==> src/rtl/ctrl_fsm_if.sv <==
// ctrl_fsm_if: instruction handshake plus the ALU/register-file control
// strobes exchanged between the IO front end (master) and ctrl_fsm (slave).
interface ctrl_fsm_if #(
    parameter int OP_W     = 4,
    parameter int ALU_OP_W = 4
);
    logic                instr_valid;
    logic [OP_W-1:0]     opcode;
    logic                instr_ready;
    logic [ALU_OP_W-1:0] alu_op;
    logic                alu_src;
    logic                reg_write;
    logic                read_en;
    logic                busy;
    logic                done;
    logic                illegal;
    logic [2:0]          state;

    modport master (
        output instr_valid, opcode,
        input  instr_ready, alu_op, alu_src, reg_write, read_en,
               busy, done, illegal, state
    );

    modport slave (
        input  instr_valid, opcode,
        output instr_ready, alu_op, alu_src, reg_write, read_en,
               busy, done, illegal, state
    );
endinterface

==> src/rtl/ctrl_fsm.sv <==
// ctrl_fsm: instruction sequencer IDLE -> DECODE -> EXECUTE -> WRITEBACK -> DONE.
// Accepts one opcode per valid/ready handshake, drives registered (Moore)
// ALU and register-file strobes, supports a multi-cycle EXECUTE and flags
// illegal opcodes (>= 16) with a pulse coincident with done.
// Optional macro CTRL_RETIRE_CNT_EN adds retire_cnt (wrapping) and
// illegal_cnt (saturating) counters.
module ctrl_fsm #(
    parameter int OP_W        = 4,
    parameter int ALU_OP_W    = 4,
    parameter int EXEC_CYCLES = 1
) (
    input  logic       clk,
    input  logic       rst,
    ctrl_fsm_if.slave  bus
`ifdef CTRL_RETIRE_CNT_EN
    ,
    output logic [15:0] retire_cnt,
    output logic [7:0]  illegal_cnt
`endif
);

    typedef enum logic [2:0] {
        S_IDLE      = 3'b000,
        S_DECODE    = 3'b001,
        S_EXECUTE   = 3'b010,
        S_WRITEBACK = 3'b011,
        S_DONE      = 3'b100
    } state_e;

    // Decoded view of a latched opcode.
    typedef struct packed {
        logic illegal;
        logic nop;
        logic read;
        logic write;
        logic src_imm;
    } op_class_t;

    function automatic op_class_t classify(input logic [OP_W-1:0] op);
        op_class_t c;
        logic [3:0] nib;
        nib       = op[3:0];
        c.illegal = (op >> 4) != '0;
        c.nop     = !c.illegal && (nib == 4'd0);
        c.read    = !c.illegal && (nib == 4'd2);
        c.write   = !c.illegal && (nib != 4'd0) && (nib != 4'd2);
        c.src_imm = !c.illegal && ((nib == 4'd1) || (nib >= 4'd12));
        return c;
    endfunction

    state_e              state_q, state_d;
    logic [OP_W-1:0]     opcode_q, opcode_d;
    logic [3:0]          cnt_q, cnt_d;
    logic                instr_ready_q, instr_ready_d;
    logic [ALU_OP_W-1:0] alu_op_q, alu_op_d;
    logic                alu_src_q, alu_src_d;
    logic                reg_write_q, reg_write_d;
    logic                read_en_q, read_en_d;
    logic                busy_q, busy_d;
    logic                done_q, done_d;
    logic                illegal_q, illegal_d;
    op_class_t           cls_q, cls_d;

    assign cls_q = classify(opcode_q);
    assign cls_d = classify(opcode_d);

    // Next state, latched opcode, execute counter and the Moore outputs of the next state.
    always_comb begin
        // NOTE: every signal gets a default first so no path leaves it unassigned (no latches).
        state_d       = state_q;
        opcode_d      = opcode_q;
        cnt_d         = cnt_q;
        instr_ready_d = 1'b0;
        alu_op_d      = '0;
        alu_src_d     = 1'b0;
        reg_write_d   = 1'b0;
        read_en_d     = 1'b0;
        busy_d        = 1'b0;
        done_d        = 1'b0;
        illegal_d     = 1'b0;

        case (state_q)
            S_IDLE: begin
                if (bus.instr_valid && instr_ready_q) begin
                    opcode_d = bus.opcode;
                    state_d  = S_DECODE;
                end
            end
            S_DECODE: begin
                if (cls_q.nop || cls_q.illegal) begin
                    state_d = S_DONE;
                end else begin
                    cnt_d   = 4'(EXEC_CYCLES - 1);
                    state_d = S_EXECUTE;
                end
            end
            S_EXECUTE: begin
                if (cnt_q == 4'd0) state_d = S_WRITEBACK;
                else               cnt_d   = cnt_q - 4'd1;
            end
            S_WRITEBACK: state_d = S_DONE;
            S_DONE:      state_d = S_IDLE;
            default:     state_d = S_IDLE;
        endcase

        // Outputs are computed for the state being entered, so they are registered.
        instr_ready_d = (state_d == S_IDLE);
        busy_d        = (state_d == S_DECODE) || (state_d == S_EXECUTE) ||
                        (state_d == S_WRITEBACK);
        if ((state_d == S_EXECUTE) || (state_d == S_WRITEBACK)) begin
            alu_op_d  = ALU_OP_W'(opcode_d[3:0]);
            alu_src_d = cls_d.src_imm;
        end
        reg_write_d = (state_d == S_WRITEBACK) && cls_d.write;
        read_en_d   = (state_d == S_WRITEBACK) && cls_d.read;
        done_d      = (state_d == S_DONE);
        illegal_d   = (state_d == S_DONE) && cls_d.illegal;
    end

    // Sequencer state and registered outputs; reset returns to IDLE immediately.
    always_ff @(posedge clk or posedge rst) begin
        if (rst) begin
            state_q       <= S_IDLE;
            opcode_q      <= '0;
            cnt_q         <= '0;
            instr_ready_q <= 1'b1;
            alu_op_q      <= '0;
            alu_src_q     <= 1'b0;
            reg_write_q   <= 1'b0;
            read_en_q     <= 1'b0;
            busy_q        <= 1'b0;
            done_q        <= 1'b0;
            illegal_q     <= 1'b0;
        end else begin
            // NOTE: non-blocking so every register samples the pre-edge values together.
            state_q       <= state_d;
            opcode_q      <= opcode_d;
            cnt_q         <= cnt_d;
            instr_ready_q <= instr_ready_d;
            alu_op_q      <= alu_op_d;
            alu_src_q     <= alu_src_d;
            reg_write_q   <= reg_write_d;
            read_en_q     <= read_en_d;
            busy_q        <= busy_d;
            done_q        <= done_d;
            illegal_q     <= illegal_d;
        end
    end

`ifdef CTRL_RETIRE_CNT_EN
    logic [15:0] retire_cnt_q;
    logic [7:0]  illegal_cnt_q;

    // Counters advance on the same edge that raises done/illegal.
    always_ff @(posedge clk or posedge rst) begin
        if (rst) begin
            retire_cnt_q  <= '0;
            illegal_cnt_q <= '0;
        end else begin
            if (done_d)
                retire_cnt_q <= retire_cnt_q + 16'd1;
            if (illegal_d && (illegal_cnt_q != 8'hFF))
                illegal_cnt_q <= illegal_cnt_q + 8'd1;
        end
    end

    assign retire_cnt  = retire_cnt_q;
    assign illegal_cnt = illegal_cnt_q;
`endif

    assign bus.instr_ready = instr_ready_q;
    assign bus.alu_op      = alu_op_q;
    assign bus.alu_src     = alu_src_q;
    assign bus.reg_write   = reg_write_q;
    assign bus.read_en     = read_en_q;
    assign bus.busy        = busy_q;
    assign bus.done        = done_q;
    assign bus.illegal     = illegal_q;
    assign bus.state       = state_q;

endmodule

==> src/flat_wrapper.sv <==
// flat-port wrapper written by rule: the top's interface ports become plain ports
module ctrl_fsm_flat 
#(
    parameter int OP_W        = 4,
    parameter int ALU_OP_W    = 4,
    parameter int EXEC_CYCLES = 1
)
  (clk, rst, bus_instr_valid, bus_opcode, bus_instr_ready, bus_alu_op, bus_alu_src, bus_reg_write, bus_read_en, bus_busy, bus_done, bus_illegal, bus_state);
  ctrl_fsm_if #(.OP_W(OP_W), .ALU_OP_W(ALU_OP_W)) bus_i ();
  input  logic clk;
  input  logic rst;
  input wire logic [$bits(bus_i.instr_valid)-1:0] bus_instr_valid;
  input wire logic [$bits(bus_i.opcode)-1:0] bus_opcode;
  output wire logic [$bits(bus_i.instr_ready)-1:0] bus_instr_ready;
  output wire logic [$bits(bus_i.alu_op)-1:0] bus_alu_op;
  output wire logic [$bits(bus_i.alu_src)-1:0] bus_alu_src;
  output wire logic [$bits(bus_i.reg_write)-1:0] bus_reg_write;
  output wire logic [$bits(bus_i.read_en)-1:0] bus_read_en;
  output wire logic [$bits(bus_i.busy)-1:0] bus_busy;
  output wire logic [$bits(bus_i.done)-1:0] bus_done;
  output wire logic [$bits(bus_i.illegal)-1:0] bus_illegal;
  output wire logic [$bits(bus_i.state)-1:0] bus_state;
  assign bus_i.instr_valid = bus_instr_valid;
  assign bus_i.opcode = bus_opcode;
  assign bus_instr_ready = bus_i.instr_ready;
  assign bus_alu_op = bus_i.alu_op;
  assign bus_alu_src = bus_i.alu_src;
  assign bus_reg_write = bus_i.reg_write;
  assign bus_read_en = bus_i.read_en;
  assign bus_busy = bus_i.busy;
  assign bus_done = bus_i.done;
  assign bus_illegal = bus_i.illegal;
  assign bus_state = bus_i.state;
  ctrl_fsm #(.OP_W(OP_W), .ALU_OP_W(ALU_OP_W), .EXEC_CYCLES(EXEC_CYCLES)) u_core (.clk(clk), .rst(rst), .bus(bus_i));
endmodule
==> config.mk <==
export PLATFORM = sky130hd
export DESIGN_NAME = ctrl_fsm_flat
export DESIGN_NICKNAME = d
export VERILOG_FILES = /design/src/rtl/ctrl_fsm_if.sv /design/src/rtl/ctrl_fsm.sv /design/src/flat_wrapper.sv
export SDC_FILE = /design/constraint.sdc
export NUM_CORES = 1
export LEC_CHECK = 0
export CAP_MARGIN = 40
export CORE_MARGIN = 8
export CORE_UTILIZATION = 47
export CTS_BUF_LIST = sky130_fd_sc_hd__clkbuf_8 sky130_fd_sc_hd__clkbuf_16
export CTS_CLUSTER_DIAMETER = 200
export DETAILED_ROUTE_END_ITERATION = 7
export PLACE_DENSITY = 0.76
export REMOVE_ABC_BUFFERS = 1
export SLEW_MARGIN = 15
export SYNTH_ARGS = -nofsm -noshare
export SYNTH_HDL_FRONTEND = slang
export SYNTH_SLANG_ARGS = --single-unit
==> constraint.sdc <==
create_clock -name clk -period 2.2 [get_ports clk]
set_clock_uncertainty 0.1 [all_clocks]
set_input_delay 0.22 -clock clk [delete_from_list [all_inputs] [get_ports clk]]
set_output_delay 0.22 -clock clk [all_outputs]
set_load 0.02 [all_outputs]
### After elaboration in Yosys (flattened, before gate mapping)

Index checks and enable logic that the tools add are counted.

| storage, ports and cells | value |
|---|---|
| bits in registers | 21 |
| output and inout bits | 14 |
| logic and storage cells | 50 |

| cells by class | value |
|---|---|
| add/subtract/negate cells | 1 |
| order comparisons | 1 |
| eq/ne operators | 12 |
| mux-type cells | 11 |
| reduce and logical (&&, ||, !) cells | 15 |

Operator list:

| cell | number |
|---|---|
| $mux 4 | 5 |
| $eq 3x2->1 const B | 4 |
| $pmux 3 s4 | 1 |
| $mux 3 | 3 |
| $logic_not 4->1 | 2 |
| $pmux 4 s2 | 1 |
| $eq 3x1->1 const B | 2 |
| $logic_not 3->1 | 2 |
| $eq 4x1->1 const B | 1 |
| $eq 4x2->1 const B | 1 |
| $ge 4x4->1 const B | 1 |
| $logic_and 1x1->1 | 4 |
| $logic_or 1x1->1 | 4 |
| $ne 2x2->1 const B | 2 |
| $ne 4x2->1 const B | 1 |
| $reduce_bool 4->1 | 1 |
| $sub 4x1->4 const B | 1 |
| $eq 3x3->1 const B | 1 |
| $reduce_and 3->1 | 1 |
| $reduce_bool 2->1 | 1 |
| $mux 1 | 1 |

### Logic depth before layout (Yosys ltp)

Gate-level depths: netlist of run 1.

| logic depth | value |
|---|---|
| word-level depth | 6 |
| gate-level depth with buffers | 6 |
| mapped depth without buffers | 6 |

### Least setup slack after synthesis of run 1

Ideal clock, no wire load.

| path | value |
|---|---|
| path type | reg2reg |
| from | register u_core.instr_ready_q, in the netlist u_core.bus.instr_ready |
| to | register u_core.read_en_q, in the netlist u_core.bus.read_en |
| data arrival time | 1.551 ns |
| data required time | 1.967 ns |
| path slack | 0.416 ns |
| cell stages (with the launch flop) | 5 |
| cell sequence | dfstp_2 > nand2_1 > nor4_4 > mux2_2 > nor4b_2 |

| on the way | value |
|---|---|
| longest elaborated chain between the ends | 5 |

Ends and longest elaborated chain:

| what | line | RTL |
|---|---|---|
| start: declaration | ctrl_fsm.sv:54 | `logic instr_ready_q, instr_ready_d;` |
| start signal: assignment | ctrl_fsm.sv:139 | `instr_ready_q <= instr_ready_d;` |
| $logic_and 1x1->1 (*) | ctrl_fsm.sv:84 | `if (bus.instr_valid && instr_ready_q) begin` |
| $mux 3 / $mux 4 (equally long branches) | ctrl_fsm.sv:84 |  |
| $pmux 3 s4 / $mux 4 (equally long branches) | ctrl_fsm.sv:82 | `case (state_q)` |
| $eq 3x2->1 / $eq 4x2->1 (equally long branches) | ctrl_fsm.sv:115, ctrl_fsm.sv:45 |  |
| $logic_and 1x1->1 (*) | ctrl_fsm.sv:115 | `read_en_d = (state_d == S_WRITEBACK) && cls_d.read;` |
| via u_core.read_en_d | ctrl_fsm.sv:58 | `logic read_en_q, read_en_d;` |
| end signal: assignment | ctrl_fsm.sv:143 | `read_en_q <= read_en_d;` |
| end: declaration | ctrl_fsm.sv:58 |  |

The timed path passes the listed nets; every way through them passes the cells marked *.
A chain may end at the register's enable or synchronous reset.

### Worst setup path after layout of run 1

| path | value |
|---|---|
| from | register u_core.state_q[2], in the netlist u_core.bus.state[2] |
| to | register u_core.read_en_q, in the netlist u_core.bus.read_en |

| on the way | value |
|---|---|
| longest elaborated chain between the ends | 4 |

Ends and longest elaborated chain:

| what | line | RTL |
|---|---|---|
| start: declaration | ctrl_fsm.sv:51 | `state_e state_q, state_d;` |
| start signal: assignment | ctrl_fsm.sv:136 | `state_q <= state_d;` |
| $eq 3x2->1, or another cell as far along | ctrl_fsm.sv:82 |  |
| $pmux 3 s4 / $mux 4 (equally long branches) | ctrl_fsm.sv:82 |  |
| $eq 3x2->1 / $eq 4x2->1 (equally long branches) | ctrl_fsm.sv:115, ctrl_fsm.sv:45 |  |
| $logic_and 1x1->1 (*) | ctrl_fsm.sv:115 |  |
| via u_core.read_en_d | ctrl_fsm.sv:58 |  |

Marked as above.

==> results of run 1 <==
[placed cells by master (no fill, tap or decap), drive strengths merged]
master	count
nor2	9
clkdlybuf4s50	19
nand2b	2
conb	1
nand2	2
a21oi	1
a21o	1
nor3b	1
or3b	1
dfstp	1
a221oi	1
a211oi	1
clkinv	1
clkbuf	3
nor4b	2
dfrtp	20
ha	2
o21ai	1
o21a	3
nand3	4
nor3	5
inv	6
xor2	2
mux2	4
mux2i	2
nor2b	1
nor4	3
buf	2
[synthesized netlist by cell type (all sizes together) (2+ instances only)]
library cell	n	area share [%]
xor2	2	1.9
ha	2	2.7
dfrtp	20	55
nor4b	2	2.6
nand3	4	2.2
mux2i	2	2.2
nand2	2	0.82
buf	2	1.4
nor2	9	3.7
nor4	3	3.7
nand2b	2	1.4
nor3	5	3.3
o21a	3	2.5
inv	6	2.5
mux2	4	4.9
[sequential cells by signal (all words and copies together), names as in the netlist]
signal	count
u_core.bus.state	3
u_core.bus.reg_write	1
u_core.bus.instr_ready	1
u_core.bus.alu_op	4
u_core.bus.alu_src	1
u_core.bus.read_en	1
u_core.bus.done	1
u_core.opcode_q	4
u_core.cnt_q	4
u_core.bus.busy	1
[worst max path at each step]
| stage | startpoint | to | cells after the start |
|---|---|---|---|
| floorplan | u_core.bus.state[1] | u_core.bus.read_en | 4 |
| global placement | bus_instr_valid | u_core.bus.read_en | 6 |
| detailed placement | bus_instr_valid | u_core.bus.read_en | 6 |
| CTS | u_core.bus.state[2] | u_core.bus.read_en | 4 |
| global route | u_core.bus.state[2] | u_core.bus.read_en | 4 |
| finish | u_core.bus.state[2] | u_core.bus.read_en | 4 |
[power by group through the flow]
stage	clock [µW]	sequential, µW	combinational [µW]
after floorplan	0	752	429
after global placement	0	662	800
after detailed placement	0	666	817
after CTS	248	660	827
after global routing	266	682	886
final	243	661	812
[area by class of cell]
| type | count | area (µm²) |
|---|---|---|
| well taps | 27 | 33.8 |
| clock buffers | 3 | 41.3 |
| flip-flops and latches | 21 | 527 |
| clock inverters | 1 | 5.00 |
| repair buffers | 21 | 205 |
| multi-input cells | 49 | 352 |
| fillers | 151 | 716 |
| inverters | 6 | 22.5 |
[logic make-up (layout without fill, tap and decap cells)]
family | after synthesis | count (layout) | synth area share [%]
AND/OR/NAND/NOR | 30 | 30 | 20.1
flip-flops | 21 | 21 | 57.7
AO/OA/AOI/OAI | 8 | 8 | 6.16
buffers and inverters | 8 | 31 | 3.84
multiplexers | 6 | 6 | 7.12
adder cells (fa/ha/maj) | 2 | 2 | 2.74
XOR/XNOR | 2 | 2 | 1.92
other | 1 | 1 | 0.411
[through the flow]
| stage | utilization, % | worst slack [ps] | hold slack [ps] | cell area, µm² | power, µW |
|---|---|---|---|---|---|
| 4_1_cts | 62.4 | 399 | 334 | 1190 | 1740 |
| 3_3_place_gp | 59.9 | 394 | 447 | 1140 | 1460 |
| 3_5_place_dp | 59.9 | 376 | 460 | 1140 | 1480 |
| 2_1_floorplan | - | 137 | 95.8 | 901 | 1180 |
| 6_report | 62.4 | 424 | 296 | 1190 | 1720 |
| 5_1_grt | 62.4 | 339 | 380 | 1190 | 1830 |
[metal layers]
layer	vias up	part of all wire [%]
met5	-	0
met4	0	1.6
met3	2	4.6
met2	13	54
met1	307	40
li1	313	-
[worst max-delay path, delay by kind of cell (launching register included)]
| kind | cells | cell delay, ps |
|---|---|---|
| flops | 1 | 430 |
| simple gates | 4 | 1150 |
==> flow_summary.ini, run 1 <==
[critical_path]
path_cells = nand2b_1 > nor3_2 > nor2_1 > nor4b_2
path_class = reg -> reg
cp_slowest_cell = nor3_2
r2r_end = u_core.bus.read_en
cp-start-kind = register
r2r_cells = 4
worstSetupEndpointType = register
r2r_setup_slack_ps = 420
required_ps = 2260
worstReg2RegStart = u_core.bus.state[2]
critical_path.max_stage_delay_ps = 470
crit_arrival_ps = 1840
cp_max_fo = 8

[timing]
finalHoldViolCount = 0
fin_tns_setup_ps = 0
drv_slew = 0
fin_crit_sh_pct = 80.7
setup_viol = 0
grt_setup_unrepaired = no
fin_crit_ps = 1780
fmax_ghz = 0.563
worstMarginPinSlew_ps = 742
slew-limit-headroom_pct = 50.5

[power_and_ir_drop]
seq_power_share_pct = 38.5
pwr-share-clk_pct = 14.2
p_leak_uw = 0.000525
p_comb_share_pct = 47.3
irDropWorstVdd_mv = 0.706
cellInternalPower_uw = 1050
netSwitchingFraction_pct = 38.5
power_switching_uw = 661
powerDensity_nw_per_um2 = 1450

[finish]
area_growth_pct = 29.9
nets = 111
drive_above_1_share_pct = 14.9
antenna_cells = 0
final_cells = 128

[global_routing]
grt_use_met3_pct = 1.94
top_usage_layer = met2
use_met1_pct = 10.9
grt_first_pass_wirelength_um = 2840
grt_max_degree = 22
grtUsageMet2_pct = 18.8
grt_pass1_vias = 655
grt_use_total_pct = 10.6
antenna_found_initial = 0
grt_overflow_total = 0

[die]
fp.dieH_um = 60.1
std_cell_rows = 16
dieArea_um2 = 3610
core_region_area_um2 = 1900
ios = 21
start_util_pct = 48.0
die_w_um = 60.1

[placed_design]
place_congestion = 0.747
portBuffers = 19
dp_hpwl_um = 1300
dp_cells = 124

[synth]
ys_dominant_reg_cell = dfrtp_1
synth_area_um2 = 913
synth-seq-cells = 21
netlist-cell-type-count = 29
synth_warnings = 0
yosysSeqAreaShare_pct = 57.7
syn_inst = 78
synth_edf_count = 0
synth.avg_cell_area_um2 = 11.7
synthArstFlopShare_pct = 100

[clock_tree]
cts_tree = yes
clk_path_buf_depth = 2
post-cts-setup-buffers = 0
clock_sinks = 21
numCtsBuffers = 3
clkLatencyLatePin_ps = 250
root_buffer = clkbuf_8
holdBufCountCts = 0
path_clk_slew_ps = 70
h-tree-depth = 1
ctsResizeCount = 0

[detailed_routing]
vias = 635
avgRoutedWirePerCell_um = 13.2
drtAntennaViolNets = 0
drtIter0Drc = 15
route.detailed.drc = 0
avgViaCountPerCell = 4.96
first_pass_iters = 2
wirelength_um = 1690

[run]
drv_cap = 0

[outcome]
status = finished, final reports clean

[min_path]
hp-class = in -> async
No activity file was read; power rests on OpenSTA's default activity.
==> inputs of run 2 (changes only) <==
- CORE_UTILIZATION: 47 -> 43
- PLACE_DENSITY: 0.76 -> 0.73
- clock period: 2.2 -> 1.49 ns (I/O delays scaled with it)
==> flow_summary.ini, run 2 (same netlist as run 1, synthesis figures left out) <==
[outcome]
status = complete, but fails checks
violations = negative setup slack

[placed_design]
dp_hpwl_um = 1530
dp_cells = 144
dpl_worst_slack_ps = -269
place_congestion = 0.781
portBuffers = 19

[critical_path]
r2r_setup_slack_ps = -120
critical_path.max_stage_delay_ps = 540
crit_buf_inv = 1
cp_slowest_cell = dfstp_2
r2r_cells = 5
crit_family = flip-flops
required_ps = 1540
path_depth = 5
path_cells = nand2_2 > nor4_4 > buf_6 > mux2_2 > o21a_1
worstReg2RegStart = u_core.bus.instr_ready
cp-start-kind = register
path_class = reg -> reg
r2r_end = u_core.bus.alu_op[3]
crit_arrival_ps = 1650
worstSetupEndpointType = register
cp_max_fo = 7

[timing]
drv_slew = 0
fin_tns_setup_ps = -517
grt_setup_unrepaired = yes
setup_viol = 11
fin_crit_sh_pct = 108
fmax_ghz = 0.623
fin_crit_ps = 1610
finalHoldViolCount = 0
final.setup.worst_slack_ps = -115

[power_and_ir_drop]
cellInternalPower_uw = 1980
power_uw = 3160
seq_power_share_pct = 30.3
power_switching_uw = 1180
netSwitchingFraction_pct = 37.4
p_comb_share_pct = 58.3
p_leak_uw = 0.000670
pwr-share-clk_pct = 11.4
irDropWorstVdd_mv = 1.37
powerDensity_nw_per_um2 = 2190

[detailed_routing]
vias = 742
wirelength_um = 2160
wirelength_met1_um = 856
route.detailed.drc = 0
drtIter0Drc = 11
wl_met3_um = 88
wl_met2_um = 1170
avgViaCountPerCell = 4.85
top_layer_used = met4
first_pass_iters = 4
drtAntennaViolNets = 0
avgRoutedWirePerCell_um = 14.1

[finish]
final_cells = 153
final_cell_mix = 25 x buf_4, 18 x dfrtp_1, 15 x clkdlybuf4s50_1
layout_commonest_cell = buf_4
drive_above_1_share_pct = 42.1
fillCellCount = 136
nets = 136
area_growth_pct = 57.9
final_util_pct = 72.8
antenna_cells = 0

[clock_tree]
h-tree-depth = 1
cts_tree = yes
clock_sinks = 21
clk_path_buf_depth = 2
root_buffer = clkbuf_8
clkLatencyLatePin_ps = 250
numCtsBuffers = 3
path_clk_slew_ps = 70

[die]
die_w_um = 62.1
fp.dieH_um = 62.1
core_region_area_um2 = 1980
ios = 21
dieArea_um2 = 3860
start_util_pct = 46.1
std_cell_rows = 16

[run]
drv_cap = 0

[min_path]
hp-class = in -> async

[global_routing]
grt_overflow_total = 0
grt_max_degree = 22
grt_pass1_vias = 778
antenna_found_initial = 0
grt_use_total_pct = 12.2
grt_first_pass_wirelength_um = 3380
==> run 2: how the worst max path moves through the flow <==
stage	start	slack, ps	endpoint
global route	u_core.bus.instr_ready	-170	u_core.bus.alu_op[3]
finish	u_core.bus.instr_ready	-120	u_core.bus.alu_op[3]
detailed placement	bus_instr_valid	-270	u_core.bus.read_en
global placement	bus_instr_valid	-240	u_core.bus.read_en
CTS	u_core.bus.state[0]	-120	u_core.bus.alu_op[3]
floorplan	u_core.bus.state[1]	-570	u_core.bus.read_en
==> run 2: area by class of cell <==
class	instances	area, µm²	area share [%]
multi-input combinational	49	415	28.8
clock buffer	3	41.3	2.86
inverter	6	22.5	1.56
tap	27	33.8	2.34
clock inverter	1	5.00	0.347
sequential	21	529	36.7
timing repair buffer	46	395	27.4
==> run 2: per-layer routing <==
metal	vias up	global-route usage, %
met5	-	0
met4	0	7.79
met3	4	1.65
met2	16	22.6
met1	358	12.6
li1	364	-
==> run 2: power groups by stage <==
stage | sequential (µW) | combinational, µW | clock [µW]
global placement | 941 | 1550 | 0
global route | 983 | 1990 | 395
detailed placement | 946 | 1600 | 0
CTS | 949 | 1740 | 373
floorplan | 1110 | 633 | 0
finish | 955 | 1840 | 361
==> run 2: through the flow <==
step	hold WS, ps	cell area (µm²)
floorplan	24.8	901
global placement	389	1290
detailed placement	399	1290
CTS	121	1410
global route	156	1440
finish	113	1440
==> run 2: tightest hold or removal path, cell delays in order <==
cell and delay (ps):
clkdlybuf4s50_1 390, inv_1 50, buf_4 260
==> run 2: repair_timing <==
action	CTS	global route
hold buffers	0	0
setup buffers	3	3
setup endpoints to repair	19	18
hold endpoints to repair	0	0
resized for setup	21	4
pin swaps	3	5
cloned	0	0
==> inputs of run 3 (changes only) <==
- SETUP_SLACK_MARGIN: unset -> 0.15
==> flow_summary.ini, run 3 (same netlist as run 1, synthesis figures left out) <==
[outcome]
status = complete, but fails checks
violations = negative setup slack

[detailed_routing]
wirelength_um = 2300
route.detailed.drc = 0
drtIter0Drc = 15
vias = 782
drtAntennaViolNets = 0
first_pass_iters = 4
avgViaCountPerCell = 4.95
avgRoutedWirePerCell_um = 14.6

[power_and_ir_drop]
p_leak_uw = 0.000728
powerDensity_nw_per_um2 = 2230
irDropWorstVdd_mv = 1.37
power_uw = 3260

[finish]
nets = 141
drive_above_1_share_pct = 45.0
multi_input_area_um2 = 410
layout_commonest_cell = buf_4
final_util_pct = 73.8
regArea_um2 = 528
area_growth_pct = 60.1
final_cell_mix = 29 x buf_4, 19 x dfrtp_1, 12 x dlygate4sd2_1
antenna_cells = 0
final_cells = 158
fillCellCount = 141

[timing]
setup_viol = 14
fin_crit_sh_pct = 108
fin_tns_setup_ps = -785
hold_ws_ps = 116
fin_crit_ps = 1610
final.setup.worst_slack_ps = -124
fmax_ghz = 0.620
grt_setup_unrepaired = yes
drv_slew = 0
finalHoldViolCount = 0

[critical_path]
crit_family = flip-flops
required_ps = 1520
r2r_cells = 5
r2r_setup_slack_ps = -120
cp_max_fo = 7
crit_path_start = u_core.bus.instr_ready
path_depth = 5
cp_slowest_cell = dfstp_2
worstReg2RegStart = u_core.bus.instr_ready
crit_arrival_ps = 1650
critical_path.max_stage_delay_ps = 540
r2r_end = u_core.bus.read_en
cp-start-kind = register
crit_end = u_core.bus.read_en
path_cells = nand2_2 > nor4_4 > buf_6 > mux2_4 > nor4b_2
path_class = reg -> reg
crit_buf_inv = 1
worstSetupEndpointType = register

[global_routing]
grt_overflow_total = 0
grt_pass1_vias = 780
grt_max_degree = 22
grt_first_pass_wirelength_um = 3530
grt_use_total_pct = 12.8
antenna_found_initial = 0

[placed_design]
dp_cells = 144
place_congestion = 0.781
portBuffers = 19
dp_hpwl_um = 1530

[die]
ios = 21
core_region_area_um2 = 1980
fp.dieH_um = 62.1
std_cell_rows = 16
dieArea_um2 = 3860
start_util_pct = 46.1
die_w_um = 62.1

[clock_tree]
clkLatencyLatePin_ps = 260
numCtsBuffers = 3
path_clk_slew_ps = 80
root_buffer = clkbuf_8
cts_tree = yes
clk_path_buf_depth = 2
clock_sinks = 21
holdBufCountCts = 0
h-tree-depth = 1

[min_path]
hp-class = in -> async

[run]
drv_cap = 0
==> run 3: cell types whose count changed in the layout (fill, tap and decap cells not counted), sizes merged <==
cell / change
dlygate4sd2: +8
clkdlybuf4s50: -9
buf: +6
==> run 3: metal layers <==
| layer | vias up | track usage [%] | wire (µm) |
|---|---|---|---|
| met5 | - | 0 | 0 |
| met4 | 0 | 7.14 | 53 |
| met3 | 6 | 1.85 | 101 |
| met2 | 29 | 23.6 | 1220 |
| met1 | 375 | 13.4 | 931 |
| li1 | 372 | - | - |
==> run 3: worst min-delay path by stage <==
| stage | start | to | depth (start not counted) |
|---|---|---|---|
| after floorplan | rst | u_core.bus.alu_op[0] | 1 |
| after global placement | rst | u_core.bus.alu_op[0] | 3 |
| after detailed placement | rst | u_core.cnt_q[0] | 3 |
| after CTS | rst | u_core.bus.alu_op[0] | 3 |
| after global routing | rst | u_core.cnt_q[1] | 3 |
| final | rst | u_core.cnt_q[1] | 3 |
==> run 3: what timing repair did <==
| item | 4_1_cts | 5_1_grt |
|---|---|---|
| endpoints found under the hold margin | 0 | 0 |
| pin swaps | 5 | 1 |
| resized for setup | 34 | 4 |
| endpoints found under the setup margin | 31 | 21 |
| setup buffers | 7 | 3 |
==> run 3: final cells by class <==
type,count,area share (%)
repair buffers,51,28.8
clock buffers,3,2.82
well taps,27,2.31
inverters,6,1.54
flip-flops and latches,21,36.1
multi-input cells,49,28.1
clock inverters,1,0.342
==> run 3: stage by stage <==
step | setup slack [ps] | instance area (µm²)
CTS | -111 | 1440
floorplan | -573 | 901
finish | -124 | 1460
global route | -173 | 1460
global placement | -242 | 1290
detailed placement | -269 | 1290
==> run 3: worst reg2reg max path, cell delays in order, from the launching register on <==
cell	delay, ps
dfstp_2	540
nand2_2	60
nor4_4	140
buf_6	180
mux2_4	310
nor4b_2	160
==> run 3: report_power, final <==
part | internal, µW | total (µW) | switching (µW)
combinational | 1020 | 1940 | 918
clock | 186 | 370 | 184
sequential | 811 | 954 | 143
total | 2020 | 3260 | 1240
